`src/rtl/alu_cmd_issuer.sv`:
```
// alu_cmd_issuer: credit-based initiator for the 12-bit ALU interface.
// Optional build macro ALU_ISSUE_STATS_EN adds issue/overflow counters.
module alu_cmd_issuer #(
    parameter int CMD_DEPTH = 4,
    parameter int RES_DEPTH = 4
) (
    input  logic        i_clk,
    input  logic        i_rst,
    input  logic        i_cmd_valid,
    output logic        o_cmd_ready,
    input  logic [2:0]  i_cmd_inst,
    input  logic [11:0] i_cmd_a,
    input  logic [11:0] i_cmd_b,
    output logic        o_alu_valid,
    output logic [2:0]  o_alu_inst,
    output logic [11:0] o_alu_a,
    output logic [11:0] o_alu_b,
    input  logic        i_alu_valid,
    input  logic [11:0] i_alu_data,
    input  logic        i_alu_overflow,
    output logic        o_res_valid,
    input  logic        i_res_ready,
    output logic [11:0] o_res_data,
    output logic        o_res_overflow,
    output logic        o_err_illegal
`ifdef ALU_ISSUE_STATS_EN
    ,
    output logic [15:0] o_stat_issued,
    output logic [15:0] o_stat_ovf
`endif
);

    localparam int CAW = $clog2(CMD_DEPTH);
    localparam int RAW = $clog2(RES_DEPTH);
    localparam logic [CAW:0] CMD_FULL = CMD_DEPTH[CAW:0];
    localparam logic [RAW:0] RES_FULL = RES_DEPTH[RAW:0];

    logic [2:0]     cmd_inst_q [CMD_DEPTH];
    logic [11:0]    cmd_a_q    [CMD_DEPTH];
    logic [11:0]    cmd_b_q    [CMD_DEPTH];
    logic [CAW-1:0] cmd_wr;
    logic [CAW-1:0] cmd_rd;
    logic [CAW:0]   cmd_cnt;

    logic [12:0]    res_q [RES_DEPTH];
    logic [RAW-1:0] res_wr;
    logic [RAW-1:0] res_rd;
    logic [RAW:0]   res_cnt;
    logic [RAW:0]   res_used;
    logic           inflight;

    logic cmd_acc;
    logic cmd_illegal;
    logic cmd_push;
    logic issue;
    logic res_pop;
    logic unused_alu_valid;

    // The ALU drops valid on overflow but still owes a result, so valid is not used.
    assign unused_alu_valid = i_alu_valid;

    assign o_cmd_ready = (cmd_cnt != CMD_FULL);
    assign cmd_acc     = i_cmd_valid & o_cmd_ready;
    assign cmd_illegal = i_cmd_inst[1];
    assign cmd_push    = cmd_acc & ~cmd_illegal;

    // Slots already promised: stored results plus the one in flight.
    assign res_used = res_cnt + {{RAW{1'b0}}, inflight};
    assign issue    = (cmd_cnt != '0) && (res_used < RES_FULL);

    assign o_alu_valid = issue;
    assign o_alu_inst  = issue ? cmd_inst_q[cmd_rd] : 3'd0;
    assign o_alu_a     = issue ? cmd_a_q[cmd_rd] : 12'd0;
    assign o_alu_b     = issue ? cmd_b_q[cmd_rd] : 12'd0;

    assign o_res_valid    = (res_cnt != '0);
    assign res_pop        = o_res_valid & i_res_ready;
    assign o_res_data     = o_res_valid ? res_q[res_rd][12:1] : 12'd0;
    assign o_res_overflow = o_res_valid ? res_q[res_rd][0] : 1'b0;

    // Command FIFO storage write.
    always_ff @(posedge i_clk) begin
        if (cmd_push) begin
            cmd_inst_q[cmd_wr] <= i_cmd_inst;
            cmd_a_q[cmd_wr]    <= i_cmd_a;
            cmd_b_q[cmd_wr]    <= i_cmd_b;
        end
    end

    // Command FIFO pointers and occupancy.
    always_ff @(posedge i_clk) begin
        if (i_rst) begin
            cmd_wr  <= '0;
            cmd_rd  <= '0;
            cmd_cnt <= '0;
        end else begin
            if (cmd_push) cmd_wr <= cmd_wr + 1'b1;
            if (issue)    cmd_rd <= cmd_rd + 1'b1;
            if (cmd_push && !issue)      cmd_cnt <= cmd_cnt + 1'b1;
            else if (!cmd_push && issue) cmd_cnt <= cmd_cnt - 1'b1;
        end
    end

    // Illegal opcode pulse and one-cycle ALU latency tracker.
    always_ff @(posedge i_clk) begin
        if (i_rst) begin
            o_err_illegal <= 1'b0;
            inflight      <= 1'b0;
        end else begin
            o_err_illegal <= cmd_acc & cmd_illegal;
            inflight      <= issue;
        end
    end

    // Result FIFO storage write: capture whatever the ALU returns for an issued op.
    always_ff @(posedge i_clk) begin
        if (inflight) res_q[res_wr] <= {i_alu_data, i_alu_overflow};
    end

    // Result FIFO pointers and occupancy.
    always_ff @(posedge i_clk) begin
        if (i_rst) begin
            res_wr  <= '0;
            res_rd  <= '0;
            res_cnt <= '0;
        end else begin
            if (inflight) res_wr <= res_wr + 1'b1;
            if (res_pop)  res_rd <= res_rd + 1'b1;
            if (inflight && !res_pop)      res_cnt <= res_cnt + 1'b1;
            else if (!inflight && res_pop) res_cnt <= res_cnt - 1'b1;
        end
    end

`ifdef ALU_ISSUE_STATS_EN
    // Saturating issue and overflow counters.
    always_ff @(posedge i_clk) begin
        if (i_rst) begin
            o_stat_issued <= '0;
            o_stat_ovf    <= '0;
        end else begin
            if (issue && o_stat_issued != 16'hFFFF)
                o_stat_issued <= o_stat_issued + 16'd1;
            if (inflight && i_alu_overflow && o_stat_ovf != 16'hFFFF)
                o_stat_ovf <= o_stat_ovf + 16'd1;
        end
    end
`endif

endmodule

```
`config.mk`:
```
export PLATFORM = sky130hd
export DESIGN_NAME = alu_cmd_issuer
export DESIGN_NICKNAME = d
export VERILOG_FILES = /design/src/rtl/alu_cmd_issuer.sv
export SDC_FILE = /design/constraint.sdc
export NUM_CORES = 1
export LEC_CHECK = 0
export BUFFER_PORTS_ARGS = -buffer_cell sky130_fd_sc_hd__buf_2
export CAP_MARGIN = 0
export CORE_UTILIZATION = 62
export DETAILED_ROUTE_END_ITERATION = 10
export GPL_TIMING_DRIVEN = 0
export PLACE_DENSITY_LB_ADDON = 0.12
export SLEW_MARGIN = 30
export SYNTH_ARGS = -nofsm -noshare
export SYNTH_HDL_FRONTEND = slang
export SYNTH_SLANG_ARGS = --single-unit
```
`constraint.sdc`:
```
create_clock -name i_clk -period 5.45 [get_ports i_clk]
set_input_delay 1.09 -clock i_clk [delete_from_list [all_inputs] [get_ports i_clk]]
set_output_delay 1.09 -clock i_clk [all_outputs]
set_load 0.01 [all_outputs]
```
==> impl_results.md <==
- Post-CTS Setup Bufs: 0
- Sw power: 1.17 mW
- Total gr overflow: 0
- Wire per inst: 19.5 um
- Top-count cell post-synth: edfxtp_1
- Switching Fraction: 28.4%
- Row count: 38
- Ys async rst share: 0%
- Outcome: completed
- Setup_tns: 0 ns
- Cell Area, Synth: 0.00704 mm2
- Largest net degree at the start of global routing: 28
- Slew Viols, Final: 0
- Clock Sinks: 180
- Die X: 109 um
- Clock-pin slew of the registers on the worst-case setup and hold paths: 0.06 ns
- Worst EP required: 4.36 ns
- Syn_area_per_cell: 19.8 um2
- ANT cells: 0
- Synth cell types: 36
- Later-pin clock latency in the skew report: 0.41 ns
- Clock power share: 30.1%
- Part of the power in registers: 41.5%
- Period minus WS final: 3.34 ns
- Worst Path Max Fanout: 10
- Worst setup EP type: output port
- Arrival time at the worst endpoint: 2.25 ns
- Slew Limit Headroom: 48.5%
- Max Cap Violations: 0
- Sequential area share after synthesis: 73.9%
- Vias after detailed routing: 3,462
- CTS Hold Bufs: 0
- First-pass GRT wire length: 18,700 um
- GPL Wtd Cong: 0.754
- Layout fillers: 638
- Unrepaired setup endpoints after global routing: no
- CP Launch Type: flip-flop
- Final worst-path cycle share: 61.2%
- Initial antenna violation count: 0
- Post-synth EDFFs: 160
- Synth-to-layout area growth: 17.2%
- Max Fclk: 300 MHz
- DRT Pass-1 Iters: 6
- Final hold violation count: 0
- Min-Delay Path Class: flip-flop to flip-flop
- Gate power share: 28.4%
- Worst Tran Pin Value: 0.773 ns
- Die area: 0.0118 mm2
- Top cells by count, synth: 160 x edfxtp_1, 40 x mux4_2, 31 x and2_1, 20 x dfxtp_1, 15 x nor2b_1
- CORE AREA: 0.0109 mm2
- Bufs on Longest Clock Path: 2
- Fin cells: 613
- Cells after synthesis: 355
- Synthesized Nets: 412
- Synth area leaders: edfxtp_1 68%, mux4_2 13%, dfxtp_1 5.7%, and2_1 2.8%, ha_1 1.8%
- Synthesized flop and latch total: 180
- Port bufs: 87
- Leak: 2.94 nW
- Maximum VDD drop: 0.309 mV
- Layout cells sized above 1: 37.2%
- Vias per inst: 5.65
- Nets@finish: 518
- Die Ht: 109 um
- GRT Overall Usage: 22.4%
- Detail Placement HPWL: 7350 um
- Vias in the first global route: 3,632
- Initial Util: 64.4%
- Cell Area, Placed: 0.00765 mm2
- WL final: 11,900 um
- Worst Path Class, Setup: flip-flop to output port
- PnR worst setup slack: 2.11 ns
- Pre-CTS setup slack: 2.44 ns
- DRC viols: 0
- Internal power: 2.94 mW
- Root Buffer: clkbuf_16
- Power Density: 497 mW/mm2
- Final setup vio count: 0
- Ys flop type: edfxtp_1
- Skew final: 0.00578 ns
- Dominant cell type by area after synthesis: edfxtp_1
- Final instance area: 0.00825 mm2
- Ports: 89
- Antenna-violating nets left: 0
- Post-CTS Resized: 0
- CTS H-tree lvls: 4
- Final Core Density: 75.5%
- Placed cell count: 582
- Synth Warn #: 0
- TritonCTS clock tree: yes
- Initial DRC Count: 307
- Synth top area share: 68.2%
- Total clock buffers created by CTS: 17
## placed cells by master, fill, tap and decap left out, types with 3 or more instances in the layout
| cell | count |
|---|---|
| edfxtp_1 | 160 |
| and2_1 | 31 |
| clkbuf_16 | 17 |
| clkbuf_1 | 6 |
| xor2_1 | 6 |
| and2_2 | 4 |
| mux4_2 | 40 |
| inv_6 | 5 |
| buf_4 | 3 |
| mux2i_1 | 4 |
| buf_1 | 3 |
| nor2b_1 | 15 |
| dfxtp_1 | 20 |
| bufinv_16 | 3 |
| inv_1 | 7 |
| buf_2 | 90 |
| nor2_1 | 14 |
| ha_1 | 10 |
| a21oi_1 | 3 |
| mux2_2 | 3 |
## through the flow
stage               hold slack, ns  power [mW]
floorplan                    0.479        2.53
global placement             0.496        2.88
detailed placement           0.513        2.90
CTS                          0.524        4.14
global route                 0.541        4.31
finish                       0.520        4.10
## critical path: stages (launching register included)
cell and delay, ns:
dfxtp_1 0.30, clkbuf_2 0.23, buf_1 0.57, mux4_2 0.41, and2_1 0.18, buf_2 0.14
## final cells by class
class / instances / area [um2] / share of cell area, %
Multi-Input combinational cell: 151 / 1720 / 20.9
Timing Repair Buffer: 87 / 435 / 5.28
Clock buffer: 18 / 429 / 5.20
Tap cell: 140 / 175 / 2.12
Inverter: 8 / 30.0 / 0.364
Buffer: 16 / 83.8 / 1.02
Clock inverter: 13 / 171 / 2.08
Sequential cell: 180 / 5200 / 63.1
## path summary, 6_finish.rpt
check,start,endpoint,slack (ns),cells after the start
worst max-delay path,flip-flop,o_alu_a[4],2.11,5
worst min-delay path,cmd_wr[1],cmd_wr[1],0.52,2
worst max register to register,inflight,cmd_cnt[2],3.09,9
worst min register to register,cmd_wr[1],cmd_wr[1],0.52,2
## kinds of logic (layout without fill, tap and decap cells)
family                     count (synthesis)  in the layout  share of synthesized area, %
AOI/OAI and AO/OA                         10             10                         0.924
xor gates and xnor gates                   7              7                         0.871
adders and majority gates                 12             12                          2.35
buffers and inverters                     24            142                          1.62
DFF                                      180            180                          73.9
muxes                                     48             48                          14.1
and+or+nand+nor                           74             74                          6.27
## state kept, by name (all words and copies together) (netlist names), named ones only
signal,flops
inflight,1
cmd_inst_q,12
cmd_rd,2
cmd_b_q,48
res_q,52
res_rd,2
cmd_a_q,48
cmd_wr,2
res_wr,2
cmd_cnt,3
res_cnt,3
o_err_illegal,1
## metal layers
metal	vias up	part of all wire [%]	routed length (um)	global-route usage (%)
met5	-	0	0	0
met4	0	1.2	145	9.17
met3	13	6.4	767	5.91
met2	117	50	5990	35.7
met1	1736	42	5030	29.7
li1	1596	-	-	-
## power by group through the flow
stage                     Combinational [mW]  Clock (mW)  Sequential (mW)
after floorplan                        0.814           0             1.71
after global placement                  1.15           0             1.72
after detailed placement                1.17           0             1.73
after CTS                               1.19        1.24             1.70
after global routing                    1.29        1.30             1.72
final                                   1.17        1.24             1.70
No activity file was read; power rests on OpenSTA's default activity.
